`src/rtl/preempt_scheduler.sv`:
```
`timescale 1ns/1ps
`default_nettype none
// +----------------------------------------------------------------------------+
// | preempt_scheduler: lamp-driver front end that preempts the normal phase     |
// | cycle for emergency (round-robin) and pedestrian requests.                  |
// | Revision: 1.0                                                               |
// +----------------------------------------------------------------------------+
module preempt_scheduler #(
  parameter int YELLOW_T  = 3,
  parameter int CLEAR_T   = 2,
  parameter int GRANT_MAX = 20,
  parameter int PED_T     = 10
) (
  input  logic       clk_1Hz,
  input  logic       reset,
  input  logic [3:0] emg_req,
  input  logic       ped_req,
  input  logic [2:0] nrm_A,
  input  logic [2:0] nrm_B,
  input  logic [2:0] nrm_C,
  input  logic [2:0] nrm_D,
  output logic [2:0] st_A,
  output logic [2:0] st_B,
  output logic [2:0] st_C,
  output logic [2:0] st_D,
  output logic       hold,
  output logic [3:0] grant,
  output logic       ped_walk
);

  localparam logic [2:0] S_NORMAL = 3'd0;
  localparam logic [2:0] S_YELLOW = 3'd1;
  localparam logic [2:0] S_CLEAR  = 3'd2;
  localparam logic [2:0] S_GRANT  = 3'd3;
  localparam logic [2:0] S_EXIT_Y = 3'd4;
  localparam logic [2:0] S_PED    = 3'd5;

  localparam logic [2:0] LAMP_G = 3'b001;
  localparam logic [2:0] LAMP_Y = 3'b010;
  localparam logic [2:0] LAMP_R = 3'b100;

  localparam logic [7:0] YEL_LAST = 8'(YELLOW_T - 1);
  localparam logic [7:0] CLR_LAST = 8'(CLEAR_T - 1);
  localparam logic [7:0] GNT_LAST = 8'(GRANT_MAX - 1);
  localparam logic [7:0] PED_LAST = 8'(PED_T - 1);

  logic [2:0] state_q, state_d;
  logic [7:0] tmr_q, tmr_d;
  logic [1:0] ptr_q, ptr_d;
  logic [1:0] win_q, win_d;
  logic       pend_q, pend_d;
  logic [3:0] snap_q, snap_d;

  logic [2:0] nrm [4];
  logic [2:0] lamp [4];
  logic [3:0] nrm_green;
  logic [1:0] arb_win;
  logic [1:0] arb_idx;
  logic       arb_hit;

  assign nrm[0] = nrm_A;
  assign nrm[1] = nrm_B;
  assign nrm[2] = nrm_C;
  assign nrm[3] = nrm_D;

  generate
    for (genvar g = 0; g < 4; g++) begin : g_green
      assign nrm_green[g] = (nrm[g] == LAMP_G);
    end
  endgenerate

  // Rotating priority: first requester at or after ptr_q wins.
  always_comb begin
    arb_win = 2'd0;
    arb_idx = 2'd0;
    arb_hit = 1'b0;
    for (int i = 0; i < 4; i++) begin
      arb_idx = ptr_q + 2'(i);
      if (!arb_hit && emg_req[arb_idx]) begin
        arb_win = arb_idx;
        arb_hit = 1'b1;
      end
    end
  end

  always_ff @(posedge clk_1Hz or negedge reset) begin
    if (!reset) begin
      state_q <= S_CLEAR;
      tmr_q   <= 8'd0;
      ptr_q   <= 2'd0;
      win_q   <= 2'd0;
      pend_q  <= 1'b0;
      snap_q  <= 4'd0;
    end else begin
      state_q <= state_d;
      tmr_q   <= tmr_d;
      ptr_q   <= ptr_d;
      win_q   <= win_d;
      pend_q  <= pend_d;
      snap_q  <= snap_d;
    end
  end

  always_comb begin
    state_d = state_q;
    tmr_d   = (tmr_q == 8'hFF) ? tmr_q : tmr_q + 8'd1;
    ptr_d   = ptr_q;
    win_d   = win_q;
    snap_d  = snap_q;
    pend_d  = pend_q | ped_req;
    case (state_q)
      S_NORMAL: begin
        if ((|emg_req) || pend_q) begin
          snap_d  = nrm_green;
          state_d = S_YELLOW;
        end
      end
      S_YELLOW: begin
        if (tmr_q == YEL_LAST) state_d = S_CLEAR;
      end
      S_CLEAR: begin
        if (tmr_q == CLR_LAST) begin
          if (|emg_req) begin
            state_d = S_GRANT;
            win_d   = arb_win;
            ptr_d   = arb_win + 2'd1;
          end else if (pend_q) begin
            // A button press on this same edge is absorbed by the walk.
            state_d = S_PED;
            pend_d  = 1'b0;
          end else begin
            state_d = S_NORMAL;
          end
        end
      end
      S_GRANT: begin
        if (!emg_req[win_q] || (tmr_q == GNT_LAST)) state_d = S_EXIT_Y;
      end
      S_EXIT_Y: begin
        if (tmr_q == YEL_LAST) state_d = S_CLEAR;
      end
      S_PED: begin
        if ((|emg_req) || (tmr_q == PED_LAST)) state_d = S_CLEAR;
      end
      default: state_d = S_CLEAR;
    endcase
    if (state_d != state_q) tmr_d = 8'd0;
  end

  always_comb begin
    hold     = 1'b1;
    grant    = 4'd0;
    ped_walk = 1'b0;
    for (int i = 0; i < 4; i++) lamp[i] = LAMP_R;
    case (state_q)
      S_NORMAL: begin
        hold = 1'b0;
        for (int i = 0; i < 4; i++) lamp[i] = nrm[i];
      end
      S_YELLOW: begin
        for (int i = 0; i < 4; i++) if (snap_q[i]) lamp[i] = LAMP_Y;
      end
      S_GRANT: begin
        lamp[win_q]  = LAMP_G;
        grant[win_q] = 1'b1;
      end
      S_EXIT_Y: lamp[win_q] = LAMP_Y;
      S_PED:    ped_walk = 1'b1;
      default:  ;
    endcase
  end

  assign st_A = lamp[0];
  assign st_B = lamp[1];
  assign st_C = lamp[2];
  assign st_D = lamp[3];

endmodule
`default_nettype wire

```
`config.mk`:
```
export PLATFORM = sky130hd
export DESIGN_NAME = preempt_scheduler
export DESIGN_NICKNAME = d
export VERILOG_FILES = /design/src/rtl/preempt_scheduler.sv
export SDC_FILE = /design/constraint.sdc
export NUM_CORES = 1
export LEC_CHECK = 0
export CAP_MARGIN = 20
export CORE_MARGIN = 3
export CORE_UTILIZATION = 55
export CTS_CLUSTER_DIAMETER = 150
export DETAILED_ROUTE_END_ITERATION = 12
export PLACE_DENSITY_LB_ADDON = 0.05
export SYNTH_ARGS = -nofsm -noshare
export SYNTH_HDL_FRONTEND = slang
export SYNTH_SLANG_ARGS = --single-unit
export TNS_END_PERCENT = 1
```
`constraint.sdc`:
```
create_clock -name clk_1Hz -period 4.4 [get_ports clk_1Hz]
set_input_delay 1.32 -clock clk_1Hz [delete_from_list [all_inputs] [get_ports clk_1Hz]]
set_output_delay 1.32 -clock clk_1Hz [all_outputs]
set_load 0.01 [all_outputs]
```
==> After elaboration in Yosys (flattened, before gate mapping) <==
Cells that the tools add are included.
{ "word_totals": {"regBits": 20, "word_cells": 98, "input_bits": 19} }
{ "classes": {"eq_ne": 16, "n_lt_le_gt_ge": 8, "n_reduce_logical": 17, "n_mux": 43, "bitwise_logic": 3, "n_addsub": 5} }
{ "op_table": {"columns": ["operator", "n"], "rows": [
  ["$pmux 12 s4", 1],
  ["$mux 3", 12],
  ["$mux 8", 2],
  ["$eq 3x1->1 const B", 5],
  ["$lt 2x3->1 const B", 5],
  ["$mux 1", 15],
  ["$pmux 3 s5", 1],
  ["$bmux 1 s2", 5],
  ["$add 8x1->8 const B", 1],
  ["$eq 8x1->1 const B", 1],
  ["$eq 8x2->1 const B", 1],
  ["$eq 8x4->1 const B", 1],
  ["$eq 8x5->1 const B", 1],
  ["$eq 8x8->1 const B", 1],
  ["$mux 2", 4],
  ["$demux 3 s2", 1],
  ["$eq 3x2->1 const B", 2],
  ["$eq 3x3->1 const B", 2],
  ["$logic_and 1x1->1", 5],
  ["$add 2x1->2 const B", 2],
  ["$add 2x2->2 const B", 2],
  ["$logic_not 1->1", 4],
  ["$mux 4", 1],
  ["$not 4->4", 1],
  ["14 further kinds", 16]
]} }

==> Logic depth before layout (Yosys ltp) <==
Gate-level depths: netlist of the first run.
{ "depth": {"depth_word": 13, "ltp_mapped": 7, "ltp_nobuf": 7} }

==> Worst setup path after synthesis of the first run <==
Ideal clock, no wire load.
{ "synth_timing": {"path_type": "input-to-output", "startpoint": "input nrm_A[2]", "endpoint": "output st_A[2]", "cell_stages": 5, "n_path_buf": 0, "setup_slack_ns": 1.232, "t_arrival_ns": 1.848, "path_cell_list": "inv_1 -> mux2i_1 -> o32a_1 -> nor2_1 -> a21oi_1"} }
{ "synth_between": {"elab_chain_cells": 1} }
{ "synth_rtl": {"columns": ["element", "line", "rtl"], "rows": [
  ["from (decl)", "18", "input logic [2:0] nrm_A,"],
  ["$pmux 12 s4", "155", "case (state_q)"],
  ["to (decl)", "22", "output logic [2:0] st_A,"]
]} }
Every way passes these cells.

==> Final worst setup path of the first run <==
Ends and elaborated chain as after synthesis.

==> flow_summary.toml, run 1 <==
[power]
switching_share_pct = 45.9
clkPwrFrac_pct = 11.8
leakagePower_nw = 0.874
vdd_drop_max_mv = 0.355
p_int_mw = 0.712
power.total_mw = 1.32
power_density_mw_per_mm2 = 614
pwr-share-comb_pct = 60.5
seqPwrFrac_pct = 27.7
p_sw_mw = 0.605

[sta]
setup-violations-final = 0
max_freq_mhz = 237
hold_ws_ns = 0.535
period_share_pct = 95.8
rsz0062_at_grt = "false"
setup_tns_ns = 0
worst_pin_slew_ns = 0.958
slew_violations = 0
skew_ns = 0.00328
relSlewSlack_pct = 35.9
hold_viol = 0
setup_ws_ns = 0.185
period_minus_slack_ns = 4.21

[critical_path]
critPathArrivalTime_ns = 2.89
worstPathRequired_ns = 3.08
cp-startpoint = "nrm_A[2]"
rr_startpoint = "tmr_q[0]$_DFFE_PN0P_"
crit_path_end_kind = "output pin"
ff2ff_setup_slack_ns = 1.99
crit_type = "input pin to output pin"
crit_fanout = 2
start_kind = "input pin"

[placed_design]
dp_hpwl_mm = 3.57
io_buffers = 36
pre_cts_slack_ns = 0.208
gp_routability_congestion = 1.01

[detailed_routing]
route.detailed.drc = 0
vias = 1733
vias_per_cell = 6.19
finalWirelength_mm = 4.80
firstDrtPassIters = 4
detail-route-antenna-nets = 0
first_iter_violations = 230
wire_per_inst_um = 17.1

[layout]
diodes = 0
utilization_pct = 74.6
syn_to_final_growth_pct = 24.3
fin_nets = 261
drive_above_1_share_pct = 10.9

[clocking]
hold_buffers = 0
htree_levels = 1
cts.sinks = 20
clk_pin_slew_ns = 0.12
cts_tree = "yes"
cts_root_buf = "clkbuf_4"
post_cts_resize_count = 0
worst_skew_pair.late_latency_ns = 0.31
cts_setup_buffers = 0
cts_max_path_buffers = 2
cts_buffers = 3

[global_route]
grt_pass1_wl_mm = 8.02
grt_usage_pct = 28.1
antenna_found_initial = 0
overflow = 0
grt_max_degree = 21
grt_pass1_vias = 1665

[synthesis]
synth-warning-count = 0
netlist_area_sq_mm = 0.00173
synth_seq_area_share_pct = 29.1
synth_top_cells_by_count = "nor2_1 (20), dfrtp_1 (19), nand2_1 (19), a21oi_1 (17), inv_1 (12)"
yosysMostFrequentCell = "nor2_1"
synthesis.nets = 230
synth-main-ff-cell = "dfrtp_1"
synth_area_leaders = "dfrtp_1 (28%), mux2i_1 (5.2%), a21oi_1 (4.9%), nor2_1 (4.3%), nand2_1 (4.1%)"
avgSynthCellArea_sq_um = 8.30
yosysTopAreaCellShare_pct = 27.5
synth_seq_cells = 20
synth_edf_count = 0
async_reset_ff_share_pct = 100
synthCells = 208
synth.distinct_cells = 59
synth_largest_area_cell = "dfrtp_1"

[die]
die_area_sq_mm = 0.00385
io_pins = 37
die_h_um = 62.0
start_util_pct = 60.0
coreArea_sq_mm = 0.00288
rows = 19
dieWidth_um = 62.0

[hold_path]
hold_path.class = "flip-flop to flip-flop"
hold_start = "snap_q[3]$_DFFE_PN0P_"

[flow_run]
max_cap_viol_count = 0

[status]
status = "complete, no violations"
## final timing paths
| path | endpoint | cells past startpoint |
|---|---|---|
| worst max register to register | tmr_q[3]$_DFFE_PN0P_ | 7 |
| max in group asynchronous | tmr_q[1]$_DFFE_PN0P_ | 1 |
| worst min-delay path | snap_q[3]$_DFFE_PN0P_ | 2 |
| min in group asynchronous | snap_q[0]$_DFFE_PN0P_ | 1 |
| worst max-delay path | st_A[2] | 7 |
| worst min register to register | snap_q[3]$_DFFE_PN0P_ | 2 |
## worst max-delay path: stages
cell and delay [ns]:
clkdlybuf4s50_1 0.48, inv_1 0.04, mux2i_1 0.13, o32a_1 0.16
nor2_1 0.04, a21oi_1 0.16, clkdlybuf4s50_1 0.56
## placed cells by master, fill, tap and decap left out, types with 3 or more instances in the layout
cell and instances:
nor2b_1 6, nand3_1 7, dfrtp_1 19, o22ai_1 4
clkbuf_4 3, nand2_1 19, nand4_1 8, inv_1 12
nor2_1 20, nand2b_1 5, mux2i_1 9, clkdlybuf4s50_1 36
mux2_2 3, a21oi_1 17, a31oi_1 3, nor3_1 4
o21ai_0 9, ha_1 3, a21o_1 3
## cells by family after synthesis
family / Yosys count / share of synthesized area [%]
compound gates: 56 / 23.6
xor+xnor: 2 / 1.01
fa+ha+maj: 3 / 2.17
buf+inv: 23 / 5.72
flops: 20 / 29.1
mux: 13 / 8.48
simple gates: 91 / 30.0
## metal layers
layer	wire, um	up-vias	track usage (%)
met5	0	-	0
met4	71	0	6.97
met3	228	8	3.10
met2	2440	65	47.8
met1	2060	835	37.8
li1	-	825	-
## power groups by stage
stage,Clock [mW],Combinational (mW),Sequential [mW]
2_1_floorplan,0,0.572,0.284
3_3_place_gp,0,0.754,0.361
3_5_place_dp,0,0.787,0.366
4_1_cts,0.158,0.794,0.362
5_1_grt,0.168,0.873,0.380
6_report,0.156,0.797,0.365
## sequential cells by signal, indices dropped and copies added, names as in the netlist
register,flops
snap_q,4
state_q,3
tmr_q,8
pend_q,1
win_q,2
ptr_q,2
## through the flow
stage | instances | area [sq um]
final | 280 | 2150
after floorplan | 208 | 1730
after global routing | 280 | 2150
after CTS | 280 | 2150
after global placement | 276 | 2090
after detailed placement | 276 | 2090
## final cells by class
| cell class | instances | area (sq um) |
|---|---|---|
| multi-input combinational | 165 | 1130 |
| clock inverter | 1 | 30.0 |
| timing repair buffer | 37 | 368 |
| sequential | 20 | 502 |
| clock buffer | 3 | 22.5 |
| tap | 42 | 52.6 |
| fill | 222 | 731 |
| inverter | 12 | 45.0 |
Power figures use the tool's default switching activity.
==> run 2: changes to the inputs <==
--- a/config.mk
+++ b/config.mk
@@ -6,6 +6,7 @@
 export NUM_CORES = 1
 export LEC_CHECK = 0
 export CAP_MARGIN = 20
+export CORE_ASPECT_RATIO = 0.9
 export CORE_MARGIN = 3
 export CORE_UTILIZATION = 55
 export CTS_CLUSTER_DIAMETER = 150
==> flow_summary.toml, run 2 (synthesis results as in run 1) <==
[critical_path]
critPathArrivalTime_ns = 2.90
start_kind = "input pin"
crit_path_end_kind = "output pin"
crit_type = "input pin to output pin"
crit_fanout = 2
worstPathRequired_ns = 3.08

[clocking]
hold_buffers = 0
htree_levels = 1
cts_setup_buffers = 0
worst_skew_pair.late_latency_ns = 0.31
post_cts_resize_count = 0
cts_max_path_buffers = 2
clk_pin_slew_ns = 0.11
cts_buffers = 3
cts_root_buf = "clkbuf_4"
cts.sinks = 20
cts_tree = "yes"

[detailed_routing]
vias = 1718
vias_per_cell = 6.20
firstDrtPassIters = 5
finalWirelength_mm = 4.49
wire_per_inst_um = 16.2
route.detailed.drc = 0
detail-route-antenna-nets = 0
first_iter_violations = 165

[sta]
period_share_pct = 96.0
relSlewSlack_pct = 31.6
slew_violations = 0
hold_viol = 0
setup-violations-final = 0
setup_tns_ns = 0
rsz0062_at_grt = "false"
max_freq_mhz = 237
period_minus_slack_ns = 4.22
hold_ws_ns = 0.529
skew_ns = 0.00660
worst_pin_slew_ns = 1.02

[layout]
multi_input_area_sq_mm = 0.00113
fillerInstances = 249
top_regs = "tmr_q (8), snap_q (4), state_q (3)"
diodes = 0
syn_to_final_growth_pct = 22.2
regMostFlops = "tmr_q"
regArea_sq_um = 502
layout_common_cells = "clkdlybuf4s50_1 (36), nor2_1 (20), nand2_1 (19), dfrtp_1 (19), a21oi_1 (17)"
fin_nets = 260
final_common_cell = "clkdlybuf4s50_1"
drive_above_1_share_pct = 10.1
largest_reg_flops = 8

[die]
io_pins = 37
die_h_um = 59.2
rows = 18
coreArea_sq_mm = 0.00286
die_area_sq_mm = 0.00385
start_util_pct = 60.4
dieWidth_um = 65.1

[placed_design]
io_buffers = 36
dp_hpwl_mm = 3.40
gp_routability_congestion = 0.879

[global_route]
antenna_found_initial = 0
grt_max_degree = 27
grt_pass1_wl_mm = 8.00
grt_usage_pct = 26.5
overflow = 0
grt_pass1_vias = 1674

[power]
leakagePower_nw = 0.857
vdd_drop_max_mv = 0.313
power_density_mw_per_mm2 = 586

[flow_run]
max_cap_viol_count = 0

[hold_path]
hold_path.class = "flip-flop to flip-flop"

[status]
status = "complete, no violations"
-- run 2: cell count changes in the layout (fill, tap and decap cells not counted), sizes merged --
cell,previous run,this run
buf,1,0
bufinv,1,0
clkbuf,3,4
-- run 2: path summary, 6_finish.rpt --
check                                      start                     to  slack (ns)  cells after the start
max reg2reg                 state_q[0]$_DFF_PN0_   tmr_q[0]$_DFFE_PN0P_        1.95                      5
max in group asynchronous                  reset   tmr_q[6]$_DFFE_PN0P_        2.33                      1
min                        snap_q[0]$_DFFE_PN0P_  snap_q[0]$_DFFE_PN0P_        0.53                      2
min in group asynchronous                  reset  snap_q[2]$_DFFE_PN0P_        1.51                      1
max                                     nrm_A[2]                st_A[2]        0.18                      7
min reg2reg                snap_q[0]$_DFFE_PN0P_  snap_q[0]$_DFFE_PN0P_        0.53                      2
-- run 2: area by class of cell --
type                       instances  area share (%)
timing repair buffer              36            17.1
tap                               40            2.37
inverter                          12            2.14
multi-input combinational        165            53.4
clock buffer                       4            1.25
sequential                        20            23.8
-- run 2: power breakdown --
part | leakage [nW] | switching [mW] | internal [mW] | total [mW]
Combinational | 0.586 | 0.387 | 0.371 | 0.758
Clock | 0.0150 | 0.0568 | 0.0354 | 0.0922
Sequential | 0.256 | 0.142 | 0.244 | 0.386
Total | 0.857 | 0.586 | 0.650 | 1.24
-- run 2: metal layers --
metal  global-route usage, %  vias to the layer above  routed length (um)  share of wire (%)
met5                       0                        -                   0                  0
met3                    5.69                        4                 283                6.3
met1                    37.0                      822                2030                 45
li1                        -                      826                   -                  -
met2                    42.4                       66                2150                 48
met4                    6.51                        0                  26               0.58
-- run 2: critical path, cell delays in order --
cell and delay, ns:
clkdlybuf4s50_1 0.48, inv_1 0.04, mux2i_1 0.14, o32a_1 0.18, nor2_1 0.04, a21oi_1 0.15, clkdlybuf4s50_1 0.56
-- run 2: metrics by stage --
stage | instance area (sq um) | cells | worst slack [ns] | power [mW] | util [%]
6_report | 2110 | 277 | 0.177 | 1.24 | 73.8
5_1_grt | 2110 | 277 | 0.105 | 1.34 | 73.8
4_1_cts | 2110 | 277 | 0.173 | 1.23 | 73.8
3_5_place_dp | 2080 | 273 | 0.187 | 1.14 | 72.8
3_3_place_gp | 2080 | 273 | 0.252 | 1.11 | 72.8
2_1_floorplan | 1730 | 208 | 1.23 | 0.856 | -
